### src/rtl/ber_pkg.sv
// Shared definitions for the bit error tester (transmit and receive sides).
package ber_pkg;

    typedef enum logic [1:0] {
        IDLE = 2'd0,
        SEED = 2'd1,
        RUN  = 2'd2
    } ber_state_t;

    localparam logic PRBS_SEL_7  = 1'b0;
    localparam logic PRBS_SEL_15 = 1'b1;

    localparam logic [14:0] LFSR_SEED = 15'h7FFF;

    // Feedback taps: x^7+x^6+1 and x^15+x^14+1 on a left-shifting register.
    localparam int unsigned PRBS7_TAP_HI  = 6;
    localparam int unsigned PRBS7_TAP_LO  = 5;
    localparam int unsigned PRBS15_TAP_HI = 14;
    localparam int unsigned PRBS15_TAP_LO = 13;

    // Bits that take part in each polynomial, used by the lock-up guard.
    localparam logic [14:0] PRBS7_MASK  = 15'h007F;
    localparam logic [14:0] PRBS15_MASK = 15'h7FFF;

endpackage

### src/rtl/prbs_lfsr_core.sv
// 15-bit Fibonacci LFSR for PRBS-7 / PRBS-15 with seed load and lock-up guard.
// Shared between the transmitter and the receive checker.
module prbs_lfsr_core
    import ber_pkg::*;
(
    input  logic clk,
    input  logic reset,
    input  logic load,
    input  logic advance,
    input  logic sel,
    output logic fb
);

    logic [14:0] lfsr;
    logic        locked;

    // Tap mux and all-zero detection on the active polynomial bits
    always_comb begin
        fb     = 1'b0;
        locked = 1'b0;
        case (sel)
            PRBS_SEL_7: begin
                fb     = lfsr[PRBS7_TAP_HI] ^ lfsr[PRBS7_TAP_LO];
                locked = ((lfsr & PRBS7_MASK) == '0);
            end
            PRBS_SEL_15: begin
                fb     = lfsr[PRBS15_TAP_HI] ^ lfsr[PRBS15_TAP_LO];
                locked = ((lfsr & PRBS15_MASK) == '0);
            end
            default: begin
                fb     = 1'b0;
                locked = 1'b0;
            end
        endcase
    end

    // Shift register: seed on load, shift in feedback on advance
    always_ff @(posedge clk or negedge reset) begin
        if (!reset) begin
            lfsr <= LFSR_SEED;
        end else if (load) begin
            lfsr <= LFSR_SEED;
        end else if (advance) begin
            lfsr <= locked ? LFSR_SEED : {lfsr[13:0], fb};
        end
    end

endmodule

### src/rtl/prbs_bit_transmitter.sv
// PRBS-7 / PRBS-15 transmitter with programmable bit period and bit counter.
// Optional error injection is enabled by defining BER_ERROR_INJECT_EN.
module prbs_bit_transmitter
    import ber_pkg::*;
#(
    parameter int unsigned div_width   = 16,
    parameter int unsigned count_width = 32
) (
    input  logic                   clk,
    input  logic                   reset,
    input  logic                   start,
    input  logic                   stop,
    input  logic                   prbs_sel,
    input  logic [div_width-1:0]   bit_period,
`ifdef BER_ERROR_INJECT_EN
    input  logic                   inject_error,
    output logic [count_width-1:0] errors_injected,
`endif
    output logic                   serial_out,
    output logic                   bit_strobe,
    output logic                   busy,
    output logic [count_width-1:0] bits_sent
);

    localparam logic [div_width-1:0]   DIV_ONE   = div_width'(1);
    localparam logic [count_width-1:0] COUNT_ONE = count_width'(1);

    ber_state_t           state;
    ber_state_t           state_next;
    logic                 sel_q;
    logic [div_width-1:0] period_q;
    logic [div_width-1:0] div_q;
    logic [div_width-1:0] period_eff;
    logic                 stop_pending;
    logic                 accept;
    logic                 boundary;
    logic                 finish;
    logic                 fb;
    logic                 tx_bit;
`ifdef BER_ERROR_INJECT_EN
    logic                 armed;
`endif

    // Next-state decode; a bit boundary is a RUN cycle with the divider at zero
    always_comb begin
        state_next = state;
        accept     = 1'b0;
        boundary   = 1'b0;
        finish     = 1'b0;
        busy       = (state != IDLE);
        period_eff = (bit_period == '0) ? DIV_ONE : bit_period;
`ifdef BER_ERROR_INJECT_EN
        tx_bit     = fb ^ (armed | inject_error);
`else
        tx_bit     = fb;
`endif
        case (state)
            IDLE: begin
                if (start && !stop) begin
                    state_next = SEED;
                    accept     = 1'b1;
                end
            end
            SEED: begin
                state_next = RUN;
            end
            RUN: begin
                if (div_q == '0) begin
                    if (stop || stop_pending) begin
                        finish     = 1'b1;
                        state_next = IDLE;
                    end else begin
                        boundary = 1'b1;
                    end
                end
            end
            default: begin
                state_next = IDLE;
            end
        endcase
    end

    // State register
    always_ff @(posedge clk or negedge reset) begin
        if (!reset) begin
            state <= IDLE;
        end else begin
            state <= state_next;
        end
    end

    // Configuration latch, bit divider, transmit register and bit counter.
    // The divider is zeroed at start so the first RUN cycle is a boundary,
    // giving the first bit two edges after start is sampled.
    always_ff @(posedge clk or negedge reset) begin
        if (!reset) begin
            sel_q        <= PRBS_SEL_7;
            period_q     <= DIV_ONE;
            div_q        <= '0;
            stop_pending <= 1'b0;
            serial_out   <= 1'b0;
            bit_strobe   <= 1'b0;
            bits_sent    <= '0;
        end else begin
            bit_strobe <= boundary;
            if (accept) begin
                sel_q        <= prbs_sel;
                period_q     <= period_eff;
                div_q        <= '0;
                stop_pending <= 1'b0;
                serial_out   <= 1'b0;
                bits_sent    <= '0;
            end else if (finish) begin
                stop_pending <= 1'b0;
                serial_out   <= 1'b0;
            end else if (boundary) begin
                serial_out <= tx_bit;
                div_q      <= period_q - DIV_ONE;
                if (bits_sent != '1) begin
                    bits_sent <= bits_sent + COUNT_ONE;
                end
            end else if (state == RUN) begin
                div_q <= div_q - DIV_ONE;
                if (stop) begin
                    stop_pending <= 1'b1;
                end
            end
        end
    end

`ifdef BER_ERROR_INJECT_EN
    // Injection request flag and saturating count of inverted bits
    always_ff @(posedge clk or negedge reset) begin
        if (!reset) begin
            armed           <= 1'b0;
            errors_injected <= '0;
        end else if (accept) begin
            armed           <= 1'b0;
            errors_injected <= '0;
        end else if (finish) begin
            armed <= 1'b0;
        end else if (boundary) begin
            if (armed || inject_error) begin
                armed <= 1'b0;
                if (errors_injected != '1) begin
                    errors_injected <= errors_injected + COUNT_ONE;
                end
            end
        end else if (busy && inject_error) begin
            armed <= 1'b1;
        end
    end
`endif

    prbs_lfsr_core u_lfsr (
        .clk     (clk),
        .reset   (reset),
        .load    (accept),
        .advance (boundary),
        .sel     (sel_q),
        .fb      (fb)
    );

endmodule

### config.mk
export PLATFORM = sky130hd
export DESIGN_NAME = prbs_bit_transmitter
export DESIGN_NICKNAME = d
export VERILOG_FILES = /design/src/rtl/ber_pkg.sv /design/src/rtl/prbs_lfsr_core.sv /design/src/rtl/prbs_bit_transmitter.sv
export SDC_FILE = /design/constraint.sdc
export NUM_CORES = 1
export LEC_CHECK = 0
export CAP_MARGIN = 20
export CORE_MARGIN = 5
export CORE_UTILIZATION = 51
export DETAILED_ROUTE_END_ITERATION = 6
export GPL_TIMING_DRIVEN = 0
export PLACE_DENSITY_LB_ADDON = 0.12
export SLEW_MARGIN = 20
export SYNTH_ARGS = -nofsm -noshare
export SYNTH_HDL_FRONTEND = slang
export SYNTH_SLANG_ARGS = --single-unit
### constraint.sdc
create_clock -name clk -period 4 [get_ports clk]
set_input_delay 0.6 -clock clk [delete_from_list [all_inputs] [get_ports clk]]
set_output_delay 0.6 -clock clk [all_outputs]
set_load 0.02 [all_outputs]
==> run_results.csv <==
group,metric,value,unit
cts,cts_root_buf,"clkbuf_8",
synthesis,synthesis.area,4577,sq um
final_layout,multi_input_area,2346,sq um
power_and_ir_drop,power_leakage,2.191,nW
place,place_inst,663,
route,wl_met1,5290,um
cts,numCtsBuffers,9,
global_route,antenna_found_initial,0,
place,place.gp.congestion,0.9627,
global_route,grt_max_degree,59,
place,port_buffers,55,
cts,cts_num_sinks,85,
synthesis,syn_area_per_cell,9.172,sq um
place,hpwl,8315,um
route,ant_nets,0,
synthesis,synth_ff_type,"dfrtp_1",
route,wire_per_inst,16.82,um
sta,fin_crit_sh,0.9465,
synthesis,synth_common_cells,"nand2_1 (76), dfrtp_1 (69), nor2_1 (50)",
setup_path,critPathCaptureType,"register",
synthesis,ys_warn_count,0,
route,met2WireLength,5376,um
synthesis,syn_inst,499,
cts,htree_levels,3,
cts,clk_pin_slew,0.09,ns
route,routed.top_layer,"met4",
sta,fmax,264.1,MHz
setup_path,cp.required,4.23,ns
setup_path,critPathKind,"input pin to register",
route,avgViaCountPerCell,5.830,
synthesis,async_flop_share,1.000,
floorplanning,fp.dieW,104.7,um
sta,drv_slew,0,
run,drv_cap,0,
floorplanning,pin_count,56,
global_route,grt_pass1_vias,3910,
setup_path,critPathLaunchType,"input pin",
sta,slew_headroom,0.3949,
cts,clock_path_buffers,2,
final_layout,syn_to_final_growth,20.45,%
global_route,grt_pass1_wl,19670,um
cts,insertion_delay,0.36,ns
route,num_vias,3970,
sta,clock_skew,0.01240,ns
sta,min_period,3.786,ns
floorplanning,coreArea,8721,sq um
global_route,grt-ovfl-total,0,
setup_path,crit_arrival,4.02,ns
route,dr.pass1.iters,5,
sta,setup_tns,0,ns
final_layout,fillers,734,
sta,worst_slew_pin_slew,0.9022,ns
floorplanning,die-area,10970,sq um
cts,cts_tree,"done",
synthesis,synth_cell_types,61,
final_layout,post-route-util,0.6321,
route,drtIter0Drc,199,
synthesis,synth-seq-cells,85,
route,drt_drc_violations_left,0,
final_layout,layout-drive-gt1-share,0.1134,
floorplanning,rows,34,
route,routed_wl,11460,um
final_layout,fin_cells,681,
synthesis,yosys-top-cells-area,"dfrtp_1 (38%), dfstp_2 (9.2%), nand2_1 (6.2%)",
sta,hold_viol,0,
final_layout,final_nets,591,
floorplanning,die_y,104.7,um
setup_path,cp_max_fo,10,
synthesis,synth-seq-area-share,0.4691,
synthesis,synth_top_cell_area_share,0.3773,
synthesis,yosysMostFrequentCell,"nand2_1",
global_route,grt_usage,0.2148,
final_layout,diodes,0,
floorplanning,start_util,0.5248,
outcome,status,"finished clean",
min_path,holdCritPathClass,"input pin to asynchronous set/reset pin",
synthesis,synth-edff-count,0,
sta,finalSetupViolations,0,
cts,cts_hold_buf,0,
power_and_ir_drop,peakVddDrop,234.2,uV
power_and_ir_drop,total_power,3.167,mW
power_and_ir_drop,powerDensity,574.4,nW/um^2
final_layout,seq_area,2147,sq um
synthesis,yosys.area.top_type,"dfrtp_1",
synthesis,syn_nets,522,
route,wl_met3,664,um
## routing by layer
metal / vias up / global-route usage
li1: 1938 / -
met1: 1907 / 0.3123
met2: 111 / 0.3336
met3: 14 / 0.04316
met4: 0 / 0.04658
met5: - / 0
## final timing paths
check	startpoint	to	slack, ns	cells past startpoint
worst max-delay path	stop	div_q[12]$_DFFE_PN0P_	0.21	14
min in group clk	period_q[0]$_DFFE_PN1P_	period_q[0]$_DFFE_PN1P_	0.52	2
worst min register to register	period_q[0]$_DFFE_PN1P_	period_q[0]$_DFFE_PN1P_	0.52	2
worst min-delay path	reset	serial_out$_DFFE_PN0P_	0.16	1
worst max register to register	div_q[5]$_DFFE_PN0P_	div_q[8]$_DFFE_PN0P_	0.37	13
max in group asynchronous	reset	period_q[0]$_DFFE_PN1P_	3.20	2
## cell families (layout without fill, tap and decap cells)
| group | Yosys count | in the layout | synth area share |
|---|---|---|---|
| AOI/OAI and AO/OA | 92 | 92 | 0.1318 |
| xor gates and xnor gates | 34 | 34 | 0.06506 |
| adders and majority gates | 2 | 2 | 0.005467 |
| buffers and inverters | 26 | 100 | 0.02187 |
| DFF | 85 | 85 | 0.4691 |
| muxes | 2 | 2 | 0.005740 |
| and+or+nand+nor | 258 | 258 | 0.3010 |
## registers in the layout, summed over array words and instances, names as in the netlist
register / count
sel_q: 1
period_q: 16
u_lfsr.lfsr: 15
state: 2
stop_pending: 1
serial_out: 1
div_q: 16
bits_sent: 32
bit_strobe: 1
## cell usage in the layout, fill, tap and decap left out, types with 15 or more instances in the layout
cell             netlist  layout
o21ai_0               31      31
dfrtp_1               69      69
nor2_1                50      50
nand3_1               30      30
dfstp_2               16      16
xor2_1                16      16
o22a_1                15      15
nand2_1               76      75
a21oi_1               21      21
nor3_1                27      27
clkdlybuf4s50_1        0      54
xnor2_1               18      18
## worst max-delay path, cell delays in order
cell and delay, ns:
clkdlybuf4s50_1 0.60, nor4b_4 0.10, nand2_2 0.17, nor2_1 0.15, buf_2 0.24, a21oi_1 0.22
ha_1 0.24, or3b_2 0.51, nor3_1 0.15, nand3b_1 0.19, o22ai_4 0.26, a21oi_1 0.10
o21a_1 0.20, a311o_1 0.31
## final cells by class
cell class                      instances  share of cell area
Clock inverter                          5            0.007036
Tap cell                              108             0.02451
Sequential cell                        85              0.3895
Multi-Input combinational cell        388              0.4256
Inverter                                8            0.005447
Timing Repair Buffer                   58              0.1071
Clock buffer                           11             0.02769
Buffer                                 18             0.01316
## repair_timing
action,in CTS,in global routing
setup buffers,0,2
gates resized for setup,1,7
pin swaps,0,1
endpoints found under the setup margin,2,4
## power breakdown
part           leakage [nW]  internal [mW]  switching (mW)
Sequential             1.08           1.06           0.269
Clock                 0.102          0.270           0.321
Combinational          1.00          0.494           0.753
Total                  2.19           1.82            1.34
## through the flow
stage,worst slack [ns],area (sq um),hold slack (ns)
floorplan,0.7440,4577,0.3044
global placement,-0.7107,5263,0.4948
detailed placement,-0.5260,5288,0.5003
CTS,0.004075,5485,0.1641
global route,-0.0002802,5513,0.1718
finish,0.2140,5513,0.1571
Power figures use the tool's default switching activity.
